===== config.mk =====
export PLATFORM = sky130hd
export DESIGN_NAME = encryption_process
export DESIGN_NICKNAME = d
export VERILOG_FILES = /design/src/rtl/encryption_process.sv
export SDC_FILE = /design/constraint.sdc
export NUM_CORES = 1
export LEC_CHECK = 0
export ABC_AREA = 0
export CORE_AREA = 5 5 229 231
export CTS_CLUSTER_SIZE = 12
export DETAILED_ROUTE_END_ITERATION = 12
export DIE_AREA = 0 0 234 236
export HOLD_SLACK_MARGIN = 0.1
export PLACE_DENSITY = 0.62
export RECOVER_POWER = 25
export SLEW_MARGIN = 20
export SYNTH_ARGS = -nofsm -noshare
export SYNTH_HDL_FRONTEND = slang
export SYNTH_SLANG_ARGS = --single-unit

===== constraint.sdc =====
create_clock -name clk -period 1.69 [get_ports clk]
set_input_delay 0.169 -clock clk [delete_from_list [all_inputs] [get_ports clk]]
set_output_delay 0.169 -clock clk [all_outputs]
set_load 0.02 [all_outputs]

===== src/rtl/encryption_process.sv =====
// ACORN-128 encryption phase: one StateUpdate128 step per plaintext handshake, then 256 pad steps.
// Optional macro ENC_BITCOUNT_EN adds the pt_count output.
module encryption_process #(
    parameter int unsigned MAX_PT_BITS = 4095
) (
    input  logic         clk,
    input  logic         rst,
    input  logic         start,
    input  logic [292:0] state_in,
    input  logic         pt_bit,
    input  logic         pt_valid,
    input  logic         pt_last,
    output logic         pt_ready,
    output logic         ct_bit,
    output logic         ct_valid,
    output logic [292:0] state_out,
`ifdef ENC_BITCOUNT_EN
    output logic [11:0]  pt_count,
`endif
    output logic         done
);

    typedef enum logic [1:0] {StIdle, StEnc, StPad, StDone} state_e;

    localparam logic [11:0] MaxBits = 12'(MAX_PT_BITS);

    state_e       st_q, st_d;
    logic [292:0] state_q, state_d;
    logic [11:0]  hs_cnt_q, hs_cnt_d;
    logic [7:0]   pad_cnt_q, pad_cnt_d;
    logic         ct_bit_q, ct_bit_d;
    logic         ct_valid_q, ct_valid_d;

    logic         handshake;
    logic         m, ca, cb, ks, fb;
    logic [292:0] s_mix, s_next;

    function automatic logic maj(input logic x, input logic y, input logic z);
        return (x & y) ^ (x & z) ^ (y & z);
    endfunction

    function automatic logic ch(input logic x, input logic y, input logic z);
        return (x & y) ^ (~x & z);
    endfunction

    assign pt_ready  = (st_q == StEnc);
    assign done      = (st_q == StDone);
    assign handshake = pt_valid & pt_ready;

    // Single step datapath shared by ENC and PAD; only m and ca differ.
    always_comb begin
        m  = 1'b0;
        ca = 1'b1;
        cb = 1'b0;
        if (st_q == StEnc) begin
            m = pt_bit;
        end else if (st_q == StPad) begin
            m  = (pad_cnt_q == 8'd0);
            ca = ~pad_cnt_q[7];
        end

        s_mix      = state_q;
        s_mix[289] = s_mix[289] ^ s_mix[235] ^ s_mix[230];
        s_mix[230] = s_mix[230] ^ s_mix[196] ^ s_mix[193];
        s_mix[193] = s_mix[193] ^ s_mix[160] ^ s_mix[154];
        s_mix[154] = s_mix[154] ^ s_mix[111] ^ s_mix[107];
        s_mix[107] = s_mix[107] ^ s_mix[66] ^ s_mix[61];
        s_mix[61]  = s_mix[61] ^ s_mix[23] ^ s_mix[0];

        ks = s_mix[12] ^ s_mix[154] ^ maj(s_mix[235], s_mix[61], s_mix[193])
             ^ ch(s_mix[230], s_mix[111], s_mix[66]);
        fb = s_mix[0] ^ ~s_mix[107] ^ maj(s_mix[244], s_mix[23], s_mix[160])
             ^ (ca & s_mix[196]) ^ (cb & ks);
        s_next = {fb ^ m, s_mix[292:1]};
    end

    always_comb begin
        st_d       = st_q;
        state_d    = state_q;
        hs_cnt_d   = hs_cnt_q;
        pad_cnt_d  = pad_cnt_q;
        ct_bit_d   = ct_bit_q;
        ct_valid_d = 1'b0;
        unique case (st_q)
            StIdle: begin
                if (start) begin
                    st_d      = StEnc;
                    state_d   = state_in;
                    hs_cnt_d  = '0;
                    pad_cnt_d = '0;
                end
            end
            StEnc: begin
                if (handshake) begin
                    state_d    = s_next;
                    ct_bit_d   = pt_bit ^ ks;
                    ct_valid_d = 1'b1;
                    if (hs_cnt_q != 12'hfff) begin
                        hs_cnt_d = hs_cnt_q + 12'd1;
                    end
                    if (pt_last || (hs_cnt_q + 12'd1) == MaxBits) begin
                        st_d = StPad;
                    end
                end
            end
            StPad: begin
                state_d = s_next;
                if (pad_cnt_q == 8'd255) begin
                    st_d = StDone;
                end else begin
                    pad_cnt_d = pad_cnt_q + 8'd1;
                end
            end
            StDone: st_d = StIdle;
            default: st_d = StIdle;
        endcase
    end

    always_ff @(posedge clk) begin
        if (rst) begin
            st_q       <= StIdle;
            state_q    <= '0;
            hs_cnt_q   <= '0;
            pad_cnt_q  <= '0;
            ct_bit_q   <= 1'b0;
            ct_valid_q <= 1'b0;
        end else begin
            st_q       <= st_d;
            state_q    <= state_d;
            hs_cnt_q   <= hs_cnt_d;
            pad_cnt_q  <= pad_cnt_d;
            ct_bit_q   <= ct_bit_d;
            ct_valid_q <= ct_valid_d;
        end
    end

    assign ct_bit    = ct_bit_q;
    assign ct_valid  = ct_valid_q;
    assign state_out = state_q;

`ifdef ENC_BITCOUNT_EN
    logic [11:0] pt_count_q;

    // Latched on PAD entry so it stays stable until the next start.
    always_ff @(posedge clk) begin
        if (rst) begin
            pt_count_q <= '0;
        end else if (st_q == StIdle && start) begin
            pt_count_q <= '0;
        end else if (st_q == StEnc && st_d == StPad) begin
            pt_count_q <= hs_cnt_d;
        end
    end

    assign pt_count = pt_count_q;
`endif

endmodule


==> metrics.txt <==
# TYPE chip_impl_metric gauge
chip_impl_metric{name="fillCellCount",unit=""} 4240
chip_impl_metric{name="synth.area.mux_share",unit=""} 0.207
chip_impl_metric{name="drt-vias-per-instance",unit=""} 5.07
chip_impl_info{name="yosys-top-cells-count",value="nor2_1 (324), dfxtp_1 (317), mux2i_1 (297)"} 1
chip_impl_metric{name="rr_worst_depth",unit=""} 11
chip_impl_metric{name="first_global_vias",unit=""} 15800
chip_impl_metric{name="timing_hold_violations_final",unit=""} 0
chip_impl_metric{name="storage_element_area",unit="sq um"} 6360
chip_impl_info{name="clk_root_buffer_cell",value="clkbuf_16"} 1
chip_impl_metric{name="adder_cell_share_of_the_synthesized_area",unit=""} 0.0101
chip_impl_metric{name="setup-tns-final",unit="ns"} -30.24
chip_impl_metric{name="worstPathArrival",unit="ns"} 2.36
chip_impl_metric{name="globalRouteTotalUtil",unit=""} 0.224
chip_impl_metric{name="p_seq_frac",unit=""} 0.226
chip_impl_info{name="path_cells",value="inv_4 > ha_4 > inv_4 > o21ai_4 > nor2_4 > buf_12 > buf_16 > buf_12 > buf_8 > buf_16 > a211oi_2"} 1
chip_impl_metric{name="number_of_sinks_driven_by_the_clock_tree",unit=""} 317
chip_impl_metric{name="detail_route.drc_violations",unit=""} 0
chip_impl_metric{name="grt_first_pass_wirelength",unit="mm"} 97.7
chip_impl_metric{name="seq_area_frac_synth",unit=""} 0.443
chip_impl_metric{name="holdPathStages",unit=""} 3
chip_impl_metric{name="first_pass_iters",unit=""} 4
chip_impl_metric{name="ys_types",unit=""} 44
chip_impl_metric{name="synth_edf_count",unit=""} 0
chip_impl_metric{name="groute.layer.met3.usage",unit=""} 0.0492
chip_impl_metric{name="critical_path_peak_fanout",unit=""} 5
chip_impl_metric{name="die_area",unit="sq um"} 55200
chip_impl_info{name="r2r-start",value="st_q[1]"} 1
chip_impl_metric{name="post-dp-hpwl",unit="mm"} 41.5
chip_impl_info{name="violations",value="negative setup slack"} 1
chip_impl_info{name="min-delay-start",value="state_in[241]"} 1
chip_impl_metric{name="clock_power_share",unit=""} 0.135
chip_impl_metric{name="routed-via-count",unit=""} 15100
chip_impl_metric{name="gp_congestion",unit=""} 0.884
chip_impl_metric{name="syn2layout_area_growth",unit="%"} 94.8
chip_impl_metric{name="finalNetCount",unit=""} 2581
chip_impl_info{name="start_kind",value="flip-flop"} 1
chip_impl_metric{name="worst-slew-pin-transition",unit="ns"} 0.475
chip_impl_metric{name="switching_share",unit=""} 0.427
chip_impl_metric{name="yosys.area.top_type_share",unit=""} 0.443
chip_impl_metric{name="synth-xor-area-share",unit=""} 0.0189
chip_impl_info{name="timing_worst_setup_path_type",value="reg -> reg"} 1
chip_impl_info{name="dominantRegCellSynth",value="dfxtp_1"} 1
chip_impl_metric{name="detail_route.wl_per_cell",unit="um"} 22.4
chip_impl_metric{name="clock_period_minus_final_worst_setup_slack",unit="ns"} 1.90
chip_impl_metric{name="maxSlewViolCount",unit=""} 0
chip_impl_metric{name="detail_route.wirelength",unit="mm"} 66.5
chip_impl_metric{name="synth.avg_cell_area",unit="sq um"} 9.53
chip_impl_metric{name="path_clk_slew",unit="ns"} 0.06
chip_impl_metric{name="post_synth_inst_count",unit=""} 1505
chip_impl_info{name="timing.hold.worst.class",value="in -> reg"} 1
chip_impl_info{name="most_area_hungry_cell_type_in_the_yosys_netlist",value="dfxtp_1"} 1
chip_impl_metric{name="placement.io_buffers",unit=""} 595
chip_impl_metric{name="ff2ff_setup_slack",unit="ns"} -0.21
chip_impl_metric{name="synth_fp_nets",unit=""} 1814
chip_impl_metric{name="critPathRequiredTime",unit="ns"} 2.15
chip_impl_metric{name="synth.cell_area",unit="sq um"} 14300
chip_impl_metric{name="synth_simple_gate_area_share",unit=""} 0.107
chip_impl_metric{name="switchingPower",unit="mW"} 26.1
chip_impl_info{name="synth_top_family_by_area",value="multiplexers"} 1
chip_impl_metric{name="cts_max_path_buffers",unit=""} 3
chip_impl_metric{name="final_core_util",unit=""} 0.560
chip_impl_metric{name="h_tree_level_count",unit=""} 2
chip_impl_metric{name="floorplan.rows",unit=""} 82
chip_impl_metric{name="pin_count_of_the_biggest_net_entering_global_routing",unit=""} 81
chip_impl_metric{name="synth_compound_gate_area_share",unit=""} 0.171
chip_impl_metric{name="layout-drive-gt1-share",unit=""} 0.328
chip_impl_info{name="critical_path.reg2reg.endpoint",value="state_out[95]"} 1
chip_impl_metric{name="proportion_of_synthesized_flip_flops_having_asynchronous_set_or_reset",unit=""} 0
chip_impl_metric{name="fin_area",unit="sq um"} 27900
chip_impl_metric{name="floorplan.die.width",unit="um"} 234
chip_impl_metric{name="drtIter0Drc",unit=""} 574
chip_impl_info{name="cts_tree",value="built"} 1
chip_impl_metric{name="worst_clock_skew",unit="ns"} 0.0158
chip_impl_metric{name="critical_path.max_stage_delay",unit="ns"} 0.35
chip_impl_metric{name="total_leakage_power",unit="nW"} 11.5
chip_impl_metric{name="synthesis.yosys.warnings",unit=""} 0
chip_impl_metric{name="initial_core_util",unit=""} 0.288
chip_impl_metric{name="final.period_utilization",unit=""} 1.13
chip_impl_metric{name="finalWorstSetupSlack",unit="ns"} -0.213
chip_impl_metric{name="multi_input_comb_area",unit="sq um"} 9590
chip_impl_info{name="synth.area.top_cells",value="dfxtp_1 (44%), mux2i_1 (21%), a211oi_1 (15%)"} 1
chip_impl_metric{name="p_per_area",unit="nW/um^2"} 2190
chip_impl_info{name="status",value="complete, but fails checks"} 1
chip_impl_metric{name="max-slew-margin-rel",unit=""} 0.684
chip_impl_metric{name="postRouteAntennaNets",unit=""} 0
chip_impl_metric{name="setup_viol",unit=""} 286
chip_impl_metric{name="combinationalPowerShare",unit=""} 0.638
chip_impl_info{name="critical-path-slowest-cell",value="dfxtp_4"} 1
chip_impl_metric{name="cellInternalPower",unit="mW"} 35.0
chip_impl_info{name="synth.most_common_cell",value="nor2_1"} 1
chip_impl_metric{name="timing.max_cap.violations",unit=""} 0
chip_impl_metric{name="global_route.usage.met1",unit=""} 0.272
chip_impl_metric{name="tritoncts.num_buffers",unit=""} 37
chip_impl_metric{name="antenna_violations_before_repair",unit=""} 3
chip_impl_metric{name="max_freq",unit="MHz"} 525
chip_impl_metric{name="globalRouteMet2Util",unit=""} 0.388
chip_impl_info{name="whs_endpoint",value="state_out[241]"} 1
chip_impl_info{name="crit_path_end_kind",value="flip-flop"} 1
chip_impl_metric{name="dieHeight",unit="um"} 236
chip_impl_metric{name="clock_insertion_delay_worst_skew",unit="ns"} 0.54
chip_impl_info{name="grt_most_used_layer",value="met2"} 1
chip_impl_metric{name="ioPinCount",unit=""} 596
chip_impl_metric{name="grt_remaining_overflow",unit=""} 0
chip_impl_metric{name="postSynthRegisterBits",unit=""} 317
chip_impl_metric{name="place_area",unit="sq um"} 22000
chip_impl_metric{name="power.ir.vdd_worst",unit="mV"} 1.12
chip_impl_info{name="setup_repair_after_global_routing_missed_its_margin",value="yes"} 1
chip_impl_metric{name="core_region_area",unit="sq um"} 49900
## worst max path at each step
stage,startpoint,endpoint,depth (start not counted)
2_1_floorplan,st_q[0],state_out[199],6
3_3_place_gp,start,state_out[230],8
3_5_place_dp,start,state_out[230],8
5_1_grt,st_q[1],state_out[95],11
4_1_cts,st_q[0],state_out[104],10
6_report,st_q[1],state_out[95],11
## registers in the layout (all words and copies together) (netlist names)
register / cells
ct_bit: 1
ct_valid: 1
hs_cnt_q: 12
pad_cnt_q: 8
st_q: 2
state_out: 293
## power groups by stage
stage                     Sequential (mW)  Clock [mW]  Combinational (mW)
after floorplan                      16.2           0                12.7
after global placement               13.3           0                27.7
after detailed placement             13.4           0                28.0
after CTS                            13.5        8.40                37.0
after global routing                 14.2        8.75                41.0
final                                13.8        8.26                39.0
## layer usage
layer / vias up / share of wire
met5: - / 0.00020
met4: 2 / 0.037
met3: 139 / 0.055
met2: 455 / 0.51
met1: 7425 / 0.40
li1: 7040 / -
## layout make-up
| cell class | instances | share of cell area |
|---|---|---|
| sequential | 317 | 0.228 |
| clock inverter | 6 | 0.00211 |
| antenna | 2 | 0.000179 |
| multi-input combinational | 1046 | 0.343 |
| timing repair buffer | 863 | 0.353 |
| clock buffer | 60 | 0.0424 |
| inverter | 7 | 0.00121 |
| tap | 672 | 0.0301 |
## kinds of logic (layout without fill, tap and decap cells)
kind of cell    count (synthesis)  in the layout
simple gates                  374            374
compound gates                332            332
flops                         317            317
mux                           297            297
buf+inv                       142            936
xor+xnor                       31             31
fa+ha+maj                      12             12
other cells                     0              2
## cell usage in the layout (no fill, tap or decap), drive strengths merged, types with 8 or more instances in the layout
cell type      instances
dlygate4sd2          290
a211oi               296
nor2                 325
inv                    8
clkdlybuf4s50        298
a21oi                 12
dfxtp                317
buf                  259
o21ai                 10
mux2i                297
ha                    10
clkbuf                71
nand2                 10
xnor2                 25
## metrics by stage
stage | power, mW | instances | hold slack, ns | setup slack, ns
after floorplan | 28.9 | 1505 | 0.285 | -0.0449
after global placement | 41.1 | 2773 | 0.466 | -0.438
after detailed placement | 41.4 | 2773 | 0.480 | -0.464
after CTS | 58.9 | 2960 | 0.231 | -0.249
after global routing | 64.0 | 2973 | 0.263 | -0.283
final | 61.1 | 2973 | 0.270 | -0.213
## what timing repair did
item                       4_1_cts  5_1_grt
hold endpoints to repair        16        0
cloned                          60       12
hold buffers                     1        0
setup buffers                   62       25
resized for setup              727      271
setup endpoints to repair      605      318
pin swaps                      120      105
## critical path: cells and delay by family (launching register included)
kind / cells / cell delay (ns)
buffers and inverters: 7 / 0.82
AO/OA/AOI/OAI: 2 / 0.38
flip-flops: 1 / 0.35
adder cells (fa/ha/maj): 1 / 0.17
AND/OR/NAND/NOR: 1 / 0.08
Note: power is estimated with default switching activity, not from simulation.
